==> src/rtl/cordic_pkg.sv <==
// Shared CORDIC datapath definitions: default datapath width, counter width and the
// carry-save source FSM state encoding.
package cordic_pkg;

    localparam int unsigned WIDTH_DEF = 16;
    localparam int unsigned CNT_W     = 8;

    typedef logic [CNT_W-1:0] cnt_t;

    typedef enum logic [1:0] {
        StAccum,
        StIssue,
        StWait,
        StDone
    } state_e;

    // Saturating-free increment kept in the counter width so comparisons stay width-matched.
    function automatic cnt_t cnt_inc(input cnt_t c);
        return c + cnt_t'(1);
    endfunction

endpackage

==> src/rtl/csa_row.sv <==
// Combinational WIDTH-bit 3:2 compressor: bitwise sum plus majority carry shifted up one
// place, top carry bit discarded.
module csa_row #(
    parameter int unsigned WIDTH = 16
) (
    input  logic [WIDTH-1:0] a_i,
    input  logic [WIDTH-1:0] b_i,
    input  logic [WIDTH-1:0] c_i,
    output logic [WIDTH-1:0] sum_o,
    output logic [WIDTH-1:0] carry_o
);

    logic [WIDTH-1:0] maj;

    assign sum_o   = a_i ^ b_i ^ c_i;
    assign maj     = (a_i & b_i) | (a_i & c_i) | (b_i & c_i);
    assign carry_o = maj << 1;

endmodule

==> src/rtl/csa_vec_source.sv <==
// Carry-save sample accumulator feeding sgn_detect: accumulates N_SAMPLES samples into
// (VS, VC), strobes the detector, then reports its sign or a timeout.
// Optional build macro CPA_CHECK_EN adds a carry-propagate cross-check (res_sum, res_mismatch).
module csa_vec_source
    import cordic_pkg::*;
#(
    parameter int unsigned WIDTH     = cordic_pkg::WIDTH_DEF,
    parameter int unsigned N_SAMPLES = 8,
    parameter int unsigned TIMEOUT   = 15
) (
    input  logic             clk,
    input  logic             reset,
    input  logic             in_valid,
    output logic             in_ready,
    input  logic [WIDTH-1:0] in_data,
    output logic [WIDTH-1:0] VS,
    output logic [WIDTH-1:0] VC,
    output logic             data_out,
    input  logic             sgn_valid,
    input  logic             sgn_in,
    output logic             res_valid,
    output logic             res_sgn,
    output logic             res_timeout,
`ifdef CPA_CHECK_EN
    output logic [WIDTH-1:0] res_sum,
    output logic             res_mismatch,
`endif
    output logic             busy
);

    localparam cnt_t SampleLim  = cnt_t'(N_SAMPLES);
    localparam cnt_t TimeoutLim = cnt_t'(TIMEOUT);

    state_e           state_q;
    logic [WIDTH-1:0] vs_q, vc_q;
    cnt_t             cnt_q, tmo_q;
    logic             res_sgn_q, res_tmo_q;
    logic [WIDTH-1:0] csa_sum, csa_carry;
    logic             accept;
    cnt_t             cnt_nxt, tmo_nxt;

`ifdef CPA_CHECK_EN
    logic [WIDTH-1:0] res_sum_q;
    logic             res_mis_q;
`endif

    csa_row #(
        .WIDTH (WIDTH)
    ) u_csa_row (
        .a_i     (vs_q),
        .b_i     (vc_q),
        .c_i     (in_data),
        .sum_o   (csa_sum),
        .carry_o (csa_carry)
    );

    assign in_ready = (state_q == StAccum);
    assign data_out = (state_q == StIssue);
    assign busy     = (state_q == StIssue) || (state_q == StWait);
    assign res_valid = (state_q == StDone);
    assign accept   = in_valid && in_ready;
    assign cnt_nxt  = cnt_inc(cnt_q);
    assign tmo_nxt  = cnt_inc(tmo_q);

    assign VS          = vs_q;
    assign VC          = vc_q;
    assign res_sgn     = res_sgn_q;
    assign res_timeout = res_tmo_q;

`ifdef CPA_CHECK_EN
    assign res_sum      = res_sum_q;
    assign res_mismatch = res_mis_q;
`endif

    always_ff @(posedge clk or posedge reset) begin
        if (reset) begin
            state_q   <= StAccum;
            vs_q      <= '0;
            vc_q      <= '0;
            cnt_q     <= '0;
            tmo_q     <= '0;
            res_sgn_q <= 1'b0;
            res_tmo_q <= 1'b0;
`ifdef CPA_CHECK_EN
            res_sum_q <= '0;
            res_mis_q <= 1'b0;
`endif
        end else begin
            unique case (state_q)
                StAccum: begin
                    if (accept) begin
                        vs_q  <= csa_sum;
                        vc_q  <= csa_carry;
                        cnt_q <= cnt_nxt;
                        if (cnt_nxt == SampleLim) begin
                            state_q <= StIssue;
                        end
                    end
                end
                StIssue: begin
                    tmo_q   <= '0;
                    state_q <= StWait;
`ifdef CPA_CHECK_EN
                    res_sum_q <= vs_q + vc_q;
`endif
                end
                StWait: begin
                    tmo_q <= tmo_nxt;
                    // A sign arriving on the limit cycle still takes priority over the abort.
                    if (sgn_valid) begin
                        res_sgn_q <= sgn_in;
                        res_tmo_q <= 1'b0;
                        state_q   <= StDone;
`ifdef CPA_CHECK_EN
                        res_mis_q <= res_sum_q[WIDTH-1] ^ sgn_in;
`endif
                    end else if (tmo_nxt >= TimeoutLim) begin
                        res_sgn_q <= 1'b0;
                        res_tmo_q <= 1'b1;
                        state_q   <= StDone;
`ifdef CPA_CHECK_EN
                        res_mis_q <= 1'b0;
`endif
                    end
                end
                StDone: begin
                    vs_q    <= '0;
                    vc_q    <= '0;
                    cnt_q   <= '0;
                    tmo_q   <= '0;
                    state_q <= StAccum;
                end
                default: begin
                    state_q <= StAccum;
                end
            endcase
        end
    end

endmodule

==> config.mk <==
export PLATFORM = sky130hd
export DESIGN_NAME = csa_vec_source
export DESIGN_NICKNAME = d
export VERILOG_FILES = /design/src/rtl/cordic_pkg.sv /design/src/rtl/csa_row.sv /design/src/rtl/csa_vec_source.sv
export SDC_FILE = /design/constraint.sdc
export NUM_CORES = 1
export LEC_CHECK = 0
export ABC_CLOCK_PERIOD_IN_PS = 3450
export BUFFER_PORTS_ARGS = -buffer_cell sky130_fd_sc_hd__buf_2
export CELL_PAD_IN_SITES_DETAIL_PLACEMENT = 0
export CELL_PAD_IN_SITES_GLOBAL_PLACEMENT = 2
export CORE_MARGIN = 3
export CORE_UTILIZATION = 36
export DETAILED_ROUTE_END_ITERATION = 8
export GPL_TIMING_DRIVEN = 0
export PLACE_DENSITY_LB_ADDON = 0.1
export SETUP_SLACK_MARGIN = 0.3
export SYNTH_ARGS = -nofsm -noshare
export SYNTH_HDL_FRONTEND = slang
export SYNTH_HIERARCHICAL = 1
export SYNTH_SLANG_ARGS = --single-unit
==> constraint.sdc <==
create_clock -name clk -period 3.45 [get_ports clk]
set_clock_uncertainty 0.2 [all_clocks]
set_input_delay 0.69 -clock clk [delete_from_list [all_inputs] [get_ports clk]]
set_output_delay 0.69 -clock clk [all_outputs]
set_load 0.01 [all_outputs]
==> metrics.md, run 1 <==
| Metric | Value |
|---|---|
| Fin crit period | `2.55 ns` |
| Leak pwr | `1.64 nW` |
| Flop2flop setup slack | `0.90 ns` |
| Antenna Diode Count | `0` |
| Dominant synthesized flop cell | `dfrtp_1` |
| Clk sink count | `52` |
| Post-synth top area share | `45.4%` |
| RSZ-0062 raised after global routing | `no` |
| Slew headroom | `63.0%` |
| Placed insts | `453` |
| Crit path max-delay cell type | `dfrtp_1` |
| Final HPWL DP | `4880 um` |
| Final core occ | `45.6%` |
| Crit Path Category | `register to register` |
| Asr flop ratio synth | `100%` |
| Min-delay worst type | `primary input to asynchronous set/reset pin` |
| Slew at the pin closest to its max-slew limit | `0.555 ns` |
| Post-Syn Instances | `295` |
| Fin. max-slew vios | `0` |
| Setup bufs post-CTS | `0` |
| I/O pin cnt | `59` |
| Reg clk slew, reported paths | `0.10 ns` |
| Vias after detailed routing | `2,261` |
| H-tree depth | `2` |
| Root Buffer Master | `clkbuf_8` |
| Commonest cells post-synth | `52 x dfrtp_1, 51 x nand2_1, 49 x o21ai_0` |
| Overall global routing resource usage | `15.6%` |
| Setup ws final | `0.895 ns` |
| Startpoint Class | `register` |
| Initial antenna violation count | `0` |
| Wl on met1 | `3340 um` |
| Worst-Skew Late Latency | `0.31 ns` |
| Die height | `95.2 um` |
| Post-CTS Resized | `0` |
| DR top layer | `met4` |
| Worst Setup End Kind | `register` |
| Area contributors post-synth | `dfrtp_1 45%, fa_1 10%, o21ai_0 8.6%` |
| Worst endpoint required time | `3.45 ns` |
| Initial core utilization | `38.3%` |
| Total grt overflow | `0` |
| Final WL | `6680 um` |
| Core area | `0.00749 mm2` |
| Area Overhead vs Synth | `19.0%` |
| Share of cells above drive strength 1 | `20.7%` |
| Largest area contributor in the netlist | `dfrtp_1` |
| Final Hold Fails | `0` |
| FP Rows | `31` |
| First-pass GRT wire length | `11,000 um` |
| Synth Register Bits | `52` |
| DP Worst Slack | `0.897 ns` |
| Post-CTS Hold Fix Bufs | `0` |
| Unique cell type count in the Yosys netlist | `40` |
| Synthesized area | `0.00287 mm2` |
| Setup TNS | `0 ns` |
| Maxcap violations | `0` |
| TritonRoute pass-1 iters | `4` |
| Met3 wire len | `278 um` |
| Sequential area share after synthesis | `45.4%` |
| Total chip power | `3.06 mW` |
| Final setup viols | `0` |
| Clk buf depth | `2` |
| Worst path buffer plus inverter count | `0` |
| CP top delay family | `simple AND/OR/NAND/NOR gates` |
| Die area | `0.00907 mm2` |
| Antenna viol nets, final | `0` |
| Worst-path fanout max | `8` |
| Post-DR wirelength/cell | `14.5 um` |
| Vias per std cell | `4.90` |
| Status | `complete, no violations` |
| Worst-path cell chain | `ha_1 > and3_1 > nor4_1 > a31oi_1 > or4_4 > o21a_1 > mux2_4` |
| Die extent in x | `95.2 um` |
| CTS tree | `yes` |
| Most instantiated library cell after synthesis | `dfrtp_1` |
| Critical path arrival | `2.55 ns` |
| Met2 WL | `3000 um` |
| Largest net degree at the start of global routing | `41` |
| Fin crit share | `74.1%` |
| PortBufs | `58` |
| Final GP Congestion | `0.752` |
| Drt drc | `0` |
| Yosys warning count | `6` |
| Number of global-route vias before repair | `2,219` |
| Max stage delay on crit path | `0.47 ns` |
| Syn avg cell area | `9.72 um2` |
| Worst vdd rail ir drop | `0.330 mV` |
| Initial DRC count | `77` |
| Net Count, Synth | `339` |
| Post-synth EDFFs | `0` |
| PwrDens | `896 mW/mm2` |
| NumNets Final | `405` |
| CTS Buf Count | `5` |
| Final Non-Filler Cells | `461` |
| Max Clock Freq | `0.391 GHz` |
[flip-flops by register name, summed over array words and instances, names as in the netlist]
name and flops:
tmo_q 8, state_q 2, res_sgn 1, cnt_q 8, res_timeout 1, VS 16, VC 16
[cell type report]
cell class                      instances  area, um2
Buffer                                 15       60.1
Clock buffer                            5       68.8
Clock inverter                          3       42.5
Fill cell                             748       4070
Inverter                                6       22.5
Multi-Input combinational cell        222       1480
Sequential cell                        52       1300
Tap cell                               99        124
Timing Repair Buffer                   59        310
[final timing paths]
kind                                     endpoint  depth (start not counted)                  from
max                        state_q[1]$_DFFE_PP0P_                          7  tmo_q[0]$_DFFE_PP0P_
min                             VS[9]$_DFFE_PP0P_                          2                 reset
max reg2reg                state_q[1]$_DFFE_PP0P_                          7  tmo_q[0]$_DFFE_PP0P_
min reg2reg                  cnt_q[7]$_DFFE_PP0P_                          1  cnt_q[7]$_DFFE_PP0P_
max in group asynchronous      VC[14]$_DFFE_PP0P_                          3                 reset
min in group clk             cnt_q[7]$_DFFE_PP0P_                          1  cnt_q[7]$_DFFE_PP0P_
[metrics by stage]
step                instance area, um2  hold slack [ns]
floorplan                         2870            0.268
global placement                  3280            0.294
detailed placement                3300            0.296
CTS                               3410            0.121
global route                      3410            0.131
finish                            3410            0.118
[cells in the final DEF (no fill, tap or decap), drive strengths merged, types with 4 or more instances in the layout]
cell and instances:
a21oi 7, buf 61, clkbuf 18, dfrtp 52
fa 15, ha 8, inv 6, nand2 51
nand2b 34, nand3 5, nor2 13, nor3 6
o21ai 50, o41ai 4, xor2 4
[metal layers]
metal	GRT usage (%)	vias to the layer above
li1	-	1121
met1	22.7	1091
met2	23.7	44
met3	3.00	5
met4	4.69	0
met5	0	-
[cells by family (layout without fill, tap and decap cells)]
group           Yosys count  after routing  share of synthesized area [%]
other cells               1              1                          0.131
xor+xnor                  5              5                           2.05
fa+ha+maj                23             23                           14.0
flops                    52             52                           45.4
simple gates            118            118                           20.3
mux                       2              2                          0.873
buf+inv                  21             88                           2.88
compound gates           73             73                           14.4
[report_power, final]
group	switching [mW]	internal, mW	leakage, nW	total, mW
combinational	0.878	0.640	0.925	1.52
clock	0.210	0.215	0.0541	0.425
sequential	0.265	0.849	0.660	1.11
total	1.35	1.70	1.64	3.06
No activity file was read; power rests on OpenSTA's default activity.
==> run 2: changes to the inputs <==
--- a/config.mk
+++ b/config.mk
@@ -5,12 +5,13 @@
 export SDC_FILE = /design/constraint.sdc
 export NUM_CORES = 1
 export LEC_CHECK = 0
-export ABC_CLOCK_PERIOD_IN_PS = 3450
+export ABC_AREA = 1
+export ABC_CLOCK_PERIOD_IN_PS = 2640
 export BUFFER_PORTS_ARGS = -buffer_cell sky130_fd_sc_hd__buf_2
 export CELL_PAD_IN_SITES_DETAIL_PLACEMENT = 0
 export CELL_PAD_IN_SITES_GLOBAL_PLACEMENT = 2
 export CORE_MARGIN = 3
-export CORE_UTILIZATION = 36
+export CORE_UTILIZATION = 32
 export DETAILED_ROUTE_END_ITERATION = 8
 export GPL_TIMING_DRIVEN = 0
 export PLACE_DENSITY_LB_ADDON = 0.1
==> constraint.sdc (replaced) <==
create_clock -name clk -period 2.64 [get_ports clk]
set_clock_uncertainty 0.2 [all_clocks]
set_input_delay 0.528 -clock clk [delete_from_list [all_inputs] [get_ports clk]]
set_output_delay 0.528 -clock clk [all_outputs]
set_load 0.01 [all_outputs]
==> metrics.md, run 2 <==
| Metric | Value |
|---|---|
| CTS tree | `yes (unchanged)` |
| Yosys warning count | `6 (unchanged)` |
| Final WL | `6460 um (was 6680 um)` |
| Vias per std cell | `4.45 (was 4.90)` |
| Final GP Congestion | `0.739 (was 0.752)` |
| Drt drc | `0 (unchanged)` |
| Crit Path Category | `register to register (unchanged)` |
| Post-CTS Hold Fix Bufs | `0 (unchanged)` |
| Die area | `0.0101 mm2 (was 0.00907 mm2)` |
| Initial antenna violation count | `0 (unchanged)` |
| Dominant synthesized flop cell | `dfrtp_1 (unchanged)` |
| Fin crit period | `2.18 ns (was 2.55 ns)` |
| Synthesized area | `0.00285 mm2 (was 0.00287 mm2)` |
| Root Buffer Master | `clkbuf_8 (unchanged)` |
| Die height | `100 um (was 95.2 um)` |
| Maxcap violations | `0 (unchanged)` |
| Reg clk slew, reported paths | `0.10 ns (about the same)` |
| Fin crit share | `82.4% (was 74.1%)` |
| Net Count, Synth | `370 (was 339)` |
| Synth Register Bits | `52 (unchanged)` |
| Vias after detailed routing | `2,214 (was 2,261)` |
| Share of cells above drive strength 1 | `21.4% (was 20.7%)` |
| Post-synth EDFFs | `0 (unchanged)` |
| Worst vdd rail ir drop | `0.433 mV (was 0.330 mV)` |
| Unique cell type count in the Yosys netlist | `27 (was 40)` |
| Antenna Diode Count | `0 (unchanged)` |
| Post-CTS Resized | `0 (unchanged)` |
| Largest net degree at the start of global routing | `37 (was 41)` |
| Post-Syn Instances | `326 (was 295)` |
| Antenna viol nets, final | `0 (unchanged)` |
| Final HPWL DP | `4900 um (was 4880 um)` |
| PortBufs | `58 (unchanged)` |
| Worst-Skew Late Latency | `0.31 ns (about the same)` |
| Total grt overflow | `0 (unchanged)` |
| Startpoint Class | `register (unchanged)` |
| Largest area contributor in the netlist | `dfrtp_1 (unchanged)` |
| Clk buf depth | `2 (unchanged)` |
| NumNets Final | `436 (was 405)` |
| Sequential area share after synthesis | `45.7% (was 45.4%)` |
| Critical path arrival | `2.16 ns (was 2.55 ns)` |
| Status | `finished with violations (was complete, no violations)` |
| Setup bufs post-CTS | `0 (unchanged)` |
| Leak pwr | `1.71 nW (was 1.64 nW)` |
| H-tree depth | `2 (unchanged)` |
| Commonest cells post-synth | `81 x nand2_1, 60 x inv_1, 52 x dfrtp_1 (was 52 x dfrtp_1, 51 x nand2_1, 49 x o21ai_0)` |
| Hold slack | `-0.00165 ns (was 0.118 ns)` |
| Initial core utilization | `33.8% (was 38.3%)` |
| Clk sink count | `52 (unchanged)` |
| Worst-path fanout max | `10 (was 8)` |
| Final Hold Fails | `1 (was 0)` |
| CTS Buf Count | `5 (unchanged)` |
| Initial DRC count | `52 (was 77)` |
| Worst endpoint required time | `2.62 ns (was 3.45 ns)` |
| I/O pin cnt | `59 (unchanged)` |
| Setup ws final | `0.463 ns (was 0.895 ns)` |
| Final setup viols | `0 (unchanged)` |
| FP Rows | `33 (was 31)` |
| Min-delay worst type | `primary input to asynchronous set/reset pin (unchanged)` |
| Most frequent cells in the layout | `81 x nand2_1, 59 x inv_1, 59 x buf_2 (was 58 x buf_2, 52 x dfrtp_1, 51 x nand2_1)` |
| TritonRoute pass-1 iters | `4 (unchanged)` |
| PwrDens | `1160 mW/mm2 (was 896 mW/mm2)` |
| Die extent in x | `100 um (was 95.2 um)` |
| RSZ-0062 raised after global routing | `no (unchanged)` |
| Area contributors post-synth | `dfrtp_1 46%, nand2_1 11%, fa_1 11% (was dfrtp_1 45%, fa_1 10%, o21ai_0 8.6%)` |
| Area Overhead vs Synth | `18.6% (was 19.0%)` |
| Number of global-route vias before repair | `2,237 (was 2,219)` |
| Fillers | `924 (was 748)` |
| Fin. max-slew vios | `0 (unchanged)` |
| Syn avg cell area | `8.74 um2 (was 9.72 um2)` |
| Asr flop ratio synth | `100% (unchanged)` |
| Worst Setup End Kind | `register (unchanged)` |
| Most instantiated library cell after synthesis | `nand2_1 (was dfrtp_1)` |
| First-pass GRT wire length | `11,200 um (was 11,000 um)` |
| Failing checks | `hold timing` |
| DP Worst Slack | `0.446 ns (was 0.897 ns)` |
| Commonest non-fill, non-tap cell in the layout | `nand2_1 (was buf_2)` |
| Overall global routing resource usage | `14.0% (was 15.6%)` |
| Post-DR wirelength/cell | `13.0 um (was 14.5 um)` |
| Core area | `0.00842 mm2 (was 0.00749 mm2)` |
| Post-synth top area share | `45.7% (was 45.4%)` |
| Max Clock Freq | `0.459 GHz (was 0.391 GHz)` |
==> run 2: cell types whose count changed after synthesis, moves of 4 or more <==
cell      previous run  this run
o21ai_0             49        33
o21ai_1              1        12
inv_1                6        60
nand2b_1            34         0
nor3_1               5         0
nor2_2               0         4
o41ai_1              4         0
nand3_1              5        16
nand4_1              1         5
nand2_1             51        81
a21oi_1              7         0
clkbuf_1            13         4
==> run 2: area by class of cell <==
cell class / instances / area (um2) / share of cell area, %
Tap cell: 105 / 131 / 3.89
Clock buffer: 6 / 72.6 / 2.15
Timing Repair Buffer: 59 / 310 / 9.19
Inverter: 61 / 229 / 6.78
Sequential cell: 52 / 1300 / 38.5
Clock inverter: 2 / 16.3 / 0.481
Buffer: 9 / 61.3 / 1.81
Multi-Input combinational cell: 204 / 1260 / 37.2
==> run 2: logic make-up (layout without fill, tap and decap cells) <==
logic type,count (synthesis),count (layout),synth area share [%]
AND/OR/NAND/NOR,124,124,18.9
buffers and inverters,70,137,10.2
AO/OA/AOI/OAI,50,50,9.14
adder cells (fa/ha/maj),23,23,14.1
flip-flops,52,52,45.7
XOR/XNOR,5,5,1.54
other,1,1,0.132
multiplexers,1,1,0.352
==> run 2: final timing paths <==
check | from | endpoint | slack (ns) | cells past startpoint
hold / removal | reset | cnt_q[5]$_DFFE_PP0P_ | -0.002 | 2
max in group asynchronous | reset | tmo_q[4]$_DFFE_PP0P_ | 1.70 | 3
setup reg to reg | state_q[0]$_DFFE_PP0P_ | VS[8]$_DFFE_PP0P_ | 0.46 | 10
min in group clk | sgn_in | res_sgn$_DFFE_PP0P_ | 0.25 | 3
setup / recovery | state_q[0]$_DFFE_PP0P_ | VS[8]$_DFFE_PP0P_ | 0.46 | 10
hold reg to reg | res_sgn$_DFFE_PP0P_ | res_sgn$_DFFE_PP0P_ | 0.28 | 2
==> run 2: layer usage <==
metal / GRT usage [%] / wire length, um / part of all wire, % / vias up
li1: - / - / - / 1134
met1: 20.4 / 3240 / 50 / 1043
met2: 21.0 / 2920 / 45 / 31
met3: 2.64 / 218 / 3.4 / 6
met4: 4.04 / 80 / 1.2 / 0
met5: 0 / 0 / 0 / -
==> run 2: power breakdown <==
group / internal, mW / switching [mW] / leakage [nW]
combinational: 0.763 / 1.19 / 1.00
clock: 0.190 / 0.283 / 0.0414
sequential: 1.14 / 0.353 / 0.668
==> run 2: per-stage QoR <==
stage	utilization (%)	TNS [ns]	instance area [um2]	total power, mW	instances
after floorplan	-	0	2850	2.79	326
after global routing	40.1	0	3380	4.38	498
after detailed placement	39.1	0	3290	3.53	490
final	40.1	0	3380	3.92	498
after global placement	38.8	-14.62	3270	3.50	489
after CTS	40.1	0	3380	4.03	498
==> run 2: critical path, stage by stage (launching register included) <==
cell,delay [ns]
dfrtp_1,0.43
inv_1,0.14
ha_1,0.26
inv_1,0.07
or2_1,0.26
o21a_2,0.18
nand2_4,0.10
inv_2,0.11
buf_6,0.17
nand2_1,0.05
o21ai_0,0.07
==> run 3: changes to the inputs <==
--- a/config.mk
+++ b/config.mk
@@ -6,7 +6,7 @@
 export NUM_CORES = 1
 export LEC_CHECK = 0
 export ABC_AREA = 1
-export ABC_CLOCK_PERIOD_IN_PS = 2640
+export ABC_CLOCK_PERIOD_IN_PS = 2200
 export BUFFER_PORTS_ARGS = -buffer_cell sky130_fd_sc_hd__buf_2
 export CELL_PAD_IN_SITES_DETAIL_PLACEMENT = 0
 export CELL_PAD_IN_SITES_GLOBAL_PLACEMENT = 2
==> constraint.sdc (replaced) <==
create_clock -name clk -period 2.2 [get_ports clk]
set_clock_uncertainty 0.2 [all_clocks]
set_input_delay 0.44 -clock clk [delete_from_list [all_inputs] [get_ports clk]]
set_output_delay 0.44 -clock clk [all_outputs]
set_load 0.01 [all_outputs]
==> metrics.md, run 3 (synthesis results as in run 2) <==
| Metric | Value |
|---|---|
| Status | `complete, no violations (was finished with violations)` |
| Commonest non-fill, non-tap cell in the layout | `nand2_1 (unchanged)` |
| Final setup viols | `0 (unchanged)` |
| FF-to-FF path depth | `10 (unchanged)` |
| PwrDens | `1450 mW/mm2 (was 1160 mW/mm2)` |
| Startpoint Class | `register (unchanged)` |
| Worst-Skew Late Latency | `0.31 ns (about the same)` |
| FP Rows | `33 (unchanged)` |
| Number of global-route vias before repair | `2,386 (was 2,237)` |
| Most frequent cells in the layout | `76 x nand2_1, 59 x buf_2, 57 x inv_1 (was 81 x nand2_1, 59 x inv_1, 59 x buf_2)` |
| Final WL | `6830 um (was 6460 um)` |
| H-tree depth | `2 (unchanged)` |
| Min-delay worst type | `primary input to register (was primary input to asynchronous set/reset pin)` |
| Final HPWL DP | `4910 um (was 4900 um)` |
| Largest net degree at the start of global routing | `38 (was 37)` |
| Placed insts | `490 (unchanged)` |
| RSZ-0062 raised after global routing | `yes (was no)` |
| Die extent in x | `100 um (unchanged)` |
| RR Endpoint | `VS[7]$_DFFE_PP0P_ (was VS[8]$_DFFE_PP0P_)` |
| Max Clock Freq | `0.531 GHz` |
| Die area | `0.0101 mm2 (unchanged)` |
| Share of cells above drive strength 1 | `29.1% (was 21.4%)` |
| Clk sink count | `52 (unchanged)` |
| Die height | `100 um (unchanged)` |
| Worst Setup End Kind | `output port (was register)` |
| Flop2flop setup slack | `0.38 ns (was 0.46 ns)` |
| Worst vdd rail ir drop | `0.521 mV (was 0.433 mV)` |
| Fin crit share | `85.6%` |
| Crit Path Category | `register to output port (was register to register)` |
| Critical path arrival | `1.24 ns (was 2.16 ns)` |
| PortBufs | `58 (unchanged)` |
| Post-DR wirelength/cell | `13.2 um (was 13.0 um)` |
| Overall global routing resource usage | `14.5% (was 14.0%)` |
| First-pass GRT wire length | `11,700 um (was 11,200 um)` |
| Total grt overflow | `0 (unchanged)` |
| Total chip power | `5.33 mW (was 3.92 mW)` |
| Antenna viol nets, final | `0 (unchanged)` |
| CP startpoint | `state_q[1]$_DFFE_PP0P_ (was state_q[0]$_DFFE_PP0P_)` |
| Root Buffer Master | `clkbuf_8 (unchanged)` |
| Final Non-Filler Cells | `517 (was 498)` |
| Vias per std cell | `4.50 (was 4.45)` |
| Antenna Diode Count | `0 (unchanged)` |
| Initial DRC count | `48 (was 52)` |
| I/O pin cnt | `59 (unchanged)` |
| Final GP Congestion | `0.752 (was 0.739)` |
| Worst-path fanout max | `3 (was 10)` |
| R2R Path Start | `state_q[1]$_DFFE_PP0P_ (was state_q[0]$_DFFE_PP0P_)` |
| Leak pwr | `1.87 nW (was 1.71 nW)` |
| CP endpoint | `data_out (was VS[8]$_DFFE_PP0P_)` |
| TritonRoute pass-1 iters | `4 (unchanged)` |
| Initial core utilization | `33.8% (unchanged)` |
| Maxcap violations | `0 (unchanged)` |
| Clk buf depth | `2 (unchanged)` |
| Initial antenna violation count | `0 (unchanged)` |
| Fin. max-slew vios | `0 (unchanged)` |
| NumNets Final | `455 (was 436)` |
| CTS tree | `yes (unchanged)` |
| Drt drc | `0 (unchanged)` |
| Core area | `0.00842 mm2 (unchanged)` |
| Fin crit period | `1.88 ns` |
| DP Area | `0.00330 mm2 (was 0.00329 mm2)` |
| Setup TNS | `0 ns (unchanged)` |
| Hold slack | `0.162 ns (was -0.00165 ns)` |
| Final instance area | `0.00368 mm2 (was 0.00338 mm2)` |
| Vias after detailed routing | `2,327 (was 2,214)` |
| Reg clk slew, reported paths | `0.10 ns (about the same)` |
| Worst endpoint required time | `1.56 ns (was 2.62 ns)` |
| CTS Buf Count | `5 (unchanged)` |
| Area Overhead vs Synth | `29.4% (was 18.6%)` |
| Final Hold Fails | `0 (was 1)` |
[run 3: where the power goes]
part	switching, mW	total, mW	internal [mW]
logic	1.59	2.85	1.26
registers	0.441	1.81	1.37
clock network	0.333	0.672	0.339
[run 3: what timing repair did]
| item | CTS | global route |
|---|---|---|
| setup buffers | 5 | 12 |
| pin swaps | 1 | 13 |
| hold buffers | 1 | 0 |
| endpoints found under the setup margin | 41 | 39 |
| endpoints found under the hold margin | 15 | 0 |
| resized for setup | 9 | 28 |
| gates cloned | 0 | 1 |
[run 3: worst min-delay path by stage]
| stage | from | end | slack, ns | cells past startpoint |
|---|---|---|---|---|
| after CTS | sgn_in | res_sgn$_DFFE_PP0P_ | 0.16 | 3 |
| after detailed placement | reset | VC[3]$_DFFE_PP0P_ | 0.25 | 2 |
| after global routing | sgn_in | res_sgn$_DFFE_PP0P_ | 0.18 | 3 |
| final | sgn_in | res_sgn$_DFFE_PP0P_ | 0.16 | 3 |
| after global placement | res_sgn$_DFFE_PP0P_ | res_sgn$_DFFE_PP0P_ | 0.25 | 2 |
| after floorplan | state_q[1]$_DFFE_PP0P_ | state_q[1]$_DFFE_PP0P_ | 0.29 | 2 |
[run 3: final cells by class]
| type | instances | area (um2) |
|---|---|---|
| Clock inverter | 2 | 35.0 |
| Clock buffer | 6 | 72.6 |
| Fill cell | 887 | 4740 |
| Sequential cell | 52 | 1300 |
| Inverter | 61 | 236 |
| Multi-Input combinational cell | 204 | 1360 |
| Tap cell | 105 | 131 |
| Timing Repair Buffer | 78 | 477 |
| Buffer | 9 | 72.6 |
[run 3: critical path, cell delays in order, from the launching register on]
cell     delay (ns)
dfrtp_1        0.39
inv_2          0.07
buf_4          0.13
ha_1           0.19
buf_2          0.14
[run 3: metrics by stage]
step	setup slack, ns	utilization, %
finish	0.317	43.7
global route	0.265	43.7
CTS	0.298	41.2
floorplan	0.302	-
detailed placement	0.0546	39.2
global placement	-0.615	39.0
[run 3: per-layer routing]
layer / vias to the layer above / GRT usage, % / wire (um)
met4: 0 / 3.73 / 74
met5: - / 0 / 0
li1: 1175 / - / -
met3: 5 / 2.64 / 262
met1: 1109 / 19.3 / 3200
met2: 38 / 24.5 / 3300
